$ cat src/rtl/reg_file_2r1w_if.sv
// reg_file_2r1w_if: write/read request and read response bundle for reg_file_2r1w.
interface reg_file_2r1w_if #(
    parameter int WIDTH = 13,
    parameter int DEPTH = 8
);
    localparam int ADDR_W = $clog2(DEPTH);

    logic              wr_en;
    logic [ADDR_W-1:0] wr_addr;
    logic [WIDTH-1:0]  wr_data;
    logic              rd_en;
    logic [ADDR_W-1:0] rd_addr_a;
    logic [ADDR_W-1:0] rd_addr_b;
    logic [WIDTH-1:0]  rd_data_a;
    logic [WIDTH-1:0]  rd_data_b;
    logic              rd_valid;

    modport master (
        output wr_en, wr_addr, wr_data, rd_en, rd_addr_a, rd_addr_b,
        input  rd_data_a, rd_data_b, rd_valid
    );

    modport slave (
        input  wr_en, wr_addr, wr_data, rd_en, rd_addr_a, rd_addr_b,
        output rd_data_a, rd_data_b, rd_valid
    );
endinterface

$ cat src/rtl/reg_file_2r1w.sv
// reg_file_2r1w: flop-based register file, one write port, two registered read ports.
// Define REG_FILE_2R1W_BYPASS_EN for write-first collisions; default build is read-first.
module reg_file_2r1w_rd #(
    parameter int WIDTH  = 13,
    parameter int DEPTH  = 8,
    parameter int ADDR_W = $clog2(DEPTH)
) (
    input  logic                        clk,
    input  logic                        rst,
    input  logic                        rd_en,
    input  logic [ADDR_W-1:0]           rd_addr,
    input  logic [DEPTH-1:0][WIDTH-1:0] mem,
    input  logic                        wr_ok,
    input  logic [ADDR_W-1:0]           wr_addr,
    input  logic [WIDTH-1:0]            wr_data,
    output logic [WIDTH-1:0]            rd_data
);
    logic             rd_ok;
    logic [WIDTH-1:0] sel;

    if (DEPTH == (1 << ADDR_W)) begin : g_full
        assign rd_ok = 1'b1;
    end else begin : g_part
        assign rd_ok = rd_addr < ADDR_W'(DEPTH);
    end

`ifdef REG_FILE_2R1W_BYPASS_EN
    // Write-first: a same-cycle write to this port's address wins over the stored word.
    always_comb begin
        sel = rd_ok ? mem[rd_addr] : '0;
        if (wr_ok && wr_addr == rd_addr) sel = wr_data;
    end
`else
    logic unused_wr;
    assign unused_wr = ^{wr_ok, wr_addr, wr_data};
    assign sel = rd_ok ? mem[rd_addr] : '0;
`endif

    always_ff @(posedge clk) begin
        if (rst)        rd_data <= '0;
        else if (rd_en) rd_data <= sel;
    end
endmodule

module reg_file_2r1w #(
    parameter int WIDTH = 13,
    parameter int DEPTH = 8
) (
    input logic           clk,
    input logic           rst,
    reg_file_2r1w_if.slave bus
);
    localparam int ADDR_W = $clog2(DEPTH);
    localparam int NUM_RD = 2;
    localparam int STAGES = 1;

    logic [DEPTH-1:0][WIDTH-1:0]    mem;
    logic                           wr_ok;
    logic [NUM_RD-1:0][ADDR_W-1:0]  rd_addr;
    logic [NUM_RD-1:0][WIDTH-1:0]   rd_data;
    logic [STAGES:0]                vld_pipe;

    // Out-of-range addresses only exist when DEPTH is not a power of two.
    if (DEPTH == (1 << ADDR_W)) begin : g_wr_full
        assign wr_ok = bus.wr_en;
    end else begin : g_wr_part
        assign wr_ok = bus.wr_en && (bus.wr_addr < ADDR_W'(DEPTH));
    end

    always_ff @(posedge clk) begin
        if (rst)        mem <= '0;
        else if (wr_ok) mem[bus.wr_addr] <= bus.wr_data;
    end

    assign vld_pipe[0] = bus.rd_en;
    always_ff @(posedge clk) begin
        if (rst) vld_pipe[STAGES:1] <= '0;
        else     vld_pipe[STAGES:1] <= vld_pipe[STAGES-1:0];
    end

    assign rd_addr = {bus.rd_addr_b, bus.rd_addr_a};

    for (genvar i = 0; i < NUM_RD; i++) begin : g_rd
        reg_file_2r1w_rd #(
            .WIDTH  (WIDTH),
            .DEPTH  (DEPTH),
            .ADDR_W (ADDR_W)
        ) u_rd (
            .clk     (clk),
            .rst     (rst),
            .rd_en   (bus.rd_en),
            .rd_addr (rd_addr[i]),
            .mem     (mem),
            .wr_ok   (wr_ok),
            .wr_addr (bus.wr_addr),
            .wr_data (bus.wr_data),
            .rd_data (rd_data[i])
        );
    end

    assign bus.rd_data_a = rd_data[0];
    assign bus.rd_data_b = rd_data[1];
    assign bus.rd_valid  = vld_pipe[STAGES];
endmodule
$ cat src/flat_wrapper.sv
// flat-port wrapper written by rule: the top's interface ports become plain ports
module reg_file_2r1w_flat 
#(
    parameter int WIDTH = 13,
    parameter int DEPTH = 8
)
  (clk, rst, bus_wr_en, bus_wr_addr, bus_wr_data, bus_rd_en, bus_rd_addr_a, bus_rd_addr_b, bus_rd_data_a, bus_rd_data_b, bus_rd_valid);
  reg_file_2r1w_if #(.WIDTH(WIDTH), .DEPTH(DEPTH)) bus_i ();
  input logic clk;
  input logic rst;
  input wire logic [$bits(bus_i.wr_en)-1:0] bus_wr_en;
  input wire logic [$bits(bus_i.wr_addr)-1:0] bus_wr_addr;
  input wire logic [$bits(bus_i.wr_data)-1:0] bus_wr_data;
  input wire logic [$bits(bus_i.rd_en)-1:0] bus_rd_en;
  input wire logic [$bits(bus_i.rd_addr_a)-1:0] bus_rd_addr_a;
  input wire logic [$bits(bus_i.rd_addr_b)-1:0] bus_rd_addr_b;
  output wire logic [$bits(bus_i.rd_data_a)-1:0] bus_rd_data_a;
  output wire logic [$bits(bus_i.rd_data_b)-1:0] bus_rd_data_b;
  output wire logic [$bits(bus_i.rd_valid)-1:0] bus_rd_valid;
  assign bus_i.wr_en = bus_wr_en;
  assign bus_i.wr_addr = bus_wr_addr;
  assign bus_i.wr_data = bus_wr_data;
  assign bus_i.rd_en = bus_rd_en;
  assign bus_i.rd_addr_a = bus_rd_addr_a;
  assign bus_i.rd_addr_b = bus_rd_addr_b;
  assign bus_rd_data_a = bus_i.rd_data_a;
  assign bus_rd_data_b = bus_i.rd_data_b;
  assign bus_rd_valid = bus_i.rd_valid;
  reg_file_2r1w #(.WIDTH(WIDTH), .DEPTH(DEPTH)) u_core (.clk(clk), .rst(rst), .bus(bus_i));
endmodule
$ cat config.mk
export PLATFORM = sky130hd
export DESIGN_NAME = reg_file_2r1w_flat
export DESIGN_NICKNAME = d
export VERILOG_FILES = /design/src/rtl/reg_file_2r1w_if.sv /design/src/rtl/reg_file_2r1w.sv /design/src/flat_wrapper.sv
export SDC_FILE = /design/constraint.sdc
export NUM_CORES = 1
export LEC_CHECK = 0
export CELL_PAD_IN_SITES_DETAIL_PLACEMENT = 1
export CELL_PAD_IN_SITES_GLOBAL_PLACEMENT = 1
export CORE_ASPECT_RATIO = 2
export CORE_MARGIN = 1.5
export CORE_UTILIZATION = 50
export CTS_CLUSTER_SIZE = 8
export DETAILED_ROUTE_END_ITERATION = 16
export GPL_TIMING_DRIVEN = 0
export PLACE_DENSITY_LB_ADDON = 0.1
export SLEW_MARGIN = 20
export SYNTH_ARGS = -nofsm -noshare
export SYNTH_HDL_FRONTEND = slang
export SYNTH_HIERARCHICAL = 1
export SYNTH_SLANG_ARGS = --single-unit
$ cat constraint.sdc
create_clock -name clk -period 3.3 [get_ports clk]
set_clock_uncertainty 0.05 [all_clocks]
set_input_delay 0.33 -clock clk [delete_from_list [all_inputs] [get_ports clk]]
set_output_delay 0.33 -clock clk [all_outputs]
set_load 0.03 [all_outputs]
==> impl_results.md <==
* Avg Vias per Cell at 6.184
* Setup tns final at 0 ns
* Post_cts resized at 0
* CP Class: in2reg
* Initial Util at 0.5110
* CP Launch Type: input pin
* Max frequency at 385.0 MHz
* Number of synthesis warnings at 6
* Fin util at 0.6048
* Number of I/O pins at 53
* GRT Resource Usage Total at 0.3331
* Via count at 5442
* Row count at 60
* CTS tree: done
* Post-synth EDFFs at 0
* RSZ-0062 raised after global routing: false
* Top-count cell post-synth: mux2i_1
* WL met2 at 12.87 mm
* Initial DRT Pass Iterations at 4
* Share of layout cells above drive strength 1 at 0.1697
* WL met1 at 7.637 mm
* Fin. max-slew vios at 0
* Max IR drop VDD at 0.3335 mV
* Synth Cell Area at 0.006867 mm²
* Critical path endpoint category: flop
* Die width at 85.87 µm
* Required @ worst endpoint at 3.52 ns
* Placeable Area at 0.01344 mm²
* Die Ht at 168.7 µm
* Fin crit share at 0.7871
* # hold bufs at CTS at 0
* Vias in the first global route at 6138
* Worst skew pair latency at 0.42 ns
* FFs w/ async S/R, synth at 0
* Inserted Clock Buffers at 17
* 1st-iter DRT viols at 235
* Antenna violations before repair at 0
* PD cells at 515.6 mW/mm²
* Clock-pin slew on the worst setup and hold paths at 0.05 ns
* Diodes inserted at 0
* Final ANT Viol Nets at 0
* Synth cell count leaders: mux2i_1 (156), dfxtp_1 (131), nand2b_1 (119)
* DRT Wirelength at 23.09 mm
* WL per Instance at 26.24 µm
* Number of max-cap violations at 0
* Area Overhead vs Synth at 18.37%
* Hold Path Class: in2reg
* Placed cells at 848
* Worst Max-Slew Pin Slew at 0.7001 ns
* Syn Inst Count at 647
* Setup slack, reg-to-reg at 1.68 ns
* Number of synthesized register bits at 131
* Worst EP arrival at 2.81 ns
* Synth top area cells: dfxtp_1 (38%), mux2i_1 (23%), nand2b_1 (11%)
* Met3 WL at 607 µm
* Largest net degree at the start of global routing at 17
* Setup fix buffers added after clock tree synthesis at 0
* Tmin final at 2.597 ns
* Syn Area/Cell at 10.61 µm²
* CTS H-tree depth at 4
* Lkg Pwr at 3.575 nW
* Ys flop type: dfxtp_1
* Final Setup Violations at 0
* Max Used Layer: met4
* Final hold violations at 0
* Root Buffer: clkbuf_16
* PortBufs at 46
* First-pass GRT wire length at 35.27 mm
* RePlAce Congestion at 0.9075
* Crit path max fanout at 10
* Die area at 0.01449 mm²
* Syn Nets at 673
* Num Clock Sinks at 131
* Final cell count without fillers at 880
* Area leader, netlist: dfxtp_1
* Drt drc at 0
* Global route overflow at 0
* Top-area cell type share of the netlist area at 0.3819
* Detail Placement HPWL at 16.67 mm
* Longest Clk Path Bufs at 2
* Distinct cells, synth at 26
* Post-synthesis sequential area ratio at 0.3819
* Fin nets at 738
* Status: finished clean
* Slew margin rel. at 0.5332
## cell type report
| type | count | area, µm² |
|---|---|---|
| Tap cell | 155 | 193.9 |
| Fill cell | 1443 | 5310 |
| Multi-Input combinational cell | 448 | 3786 |
| Clock inverter | 14 | 177.7 |
| Clock buffer | 18 | 429.2 |
| Timing Repair Buffer | 46 | 460.4 |
| Buffer | 68 | 457.9 |
| Sequential cell | 131 | 2623 |
## layout by cell type (no fill, tap or decap), types with 4 or more instances in the layout
cell,count
a211oi_1,18
nand2b_1,119
clkdlybuf4s50_1,46
inv_6,4
buf_6,4
buf_12,8
clkbuf_16,17
a22oi_1,12
o221ai_1,12
mux2_2,52
o22ai_1,14
nor2_1,28
a211oi_2,8
clkinvlp_4,4
mux2i_1,156
a221o_1,14
clkbuf_1,29
buf_2,13
dfxtp_1,131
buf_1,10
## cells by family (layout without fill, tap and decap cells)
| logic type | count (synthesis) | in the layout | share of synthesized area |
|---|---|---|---|
| muxes | 208 | 208 | 0.3127 |
| DFF | 131 | 131 | 0.3819 |
| AOI/OAI and AO/OA | 78 | 78 | 0.09585 |
| buffers and inverters | 68 | 146 | 0.06669 |
| and+or+nand+nor | 162 | 162 | 0.1429 |
## state kept, by name, indices dropped and copies added (netlist names)
name,count
u_core/g_rd.u_rd/rd_data,26
u_core/bus.rd_valid,1
u_core/mem,104
## worst max-delay path, cell delays in order
cell	delay (ns)
clkdlybuf4s50_1	0.78
clkbuf_1	0.32
buf_2	0.27
buf_2	0.28
clkbuf_1	0.56
nand2b_1	0.19
mux2i_1	0.07
## metal layers
| layer | vias to the layer above | global-route usage |
|---|---|---|
| li1 | 2454 | - |
| met1 | 2744 | 0.3070 |
| met2 | 154 | 0.6255 |
| met3 | 90 | 0.04778 |
| met4 | 0 | 0.2686 |
| met5 | - | 0 |
## final timing paths
path / from / end / depth (start not counted)
max: rst / u_core/mem[24]$_SDFFE_PP0P_ / 7
max reg2reg: u_core/mem[42]$_SDFFE_PP0P_ / u_core/g_rd[1].u_rd/rd_data[3]$_SDFFE_PP0P_ / 4
min reg2reg: u_core/mem[28]$_SDFFE_PP0P_ / u_core/mem[28]$_SDFFE_PP0P_ / 2
min: bus_wr_addr[0] / u_core/mem[1]$_SDFFE_PP0P_ / 3
## metrics by stage
step / worst slack [ns] / area [µm²] / hold slack, ns / power, mW
6_report: 0.7026 / 8128 / 0.2215 / 4.191
5_1_grt: 0.5553 / 8128 / 0.2313 / 4.302
4_1_cts: 0.6954 / 8128 / 0.2062 / 4.210
3_5_place_dp: 0.2951 / 7521 / 0.4292 / 2.256
3_3_place_gp: 0.3563 / 7521 / 0.4177 / 2.242
2_1_floorplan: 1.804 / 6867 / 0.3528 / 2.043
## power breakdown
| part | total, mW | internal, mW | switching, mW |
|---|---|---|---|
| logic | 0.561 | 0.237 | 0.324 |
| registers | 1.67 | 1.63 | 0.0379 |
| clock network | 1.96 | 1.20 | 0.760 |
No activity file was read; power rests on OpenSTA's default activity.
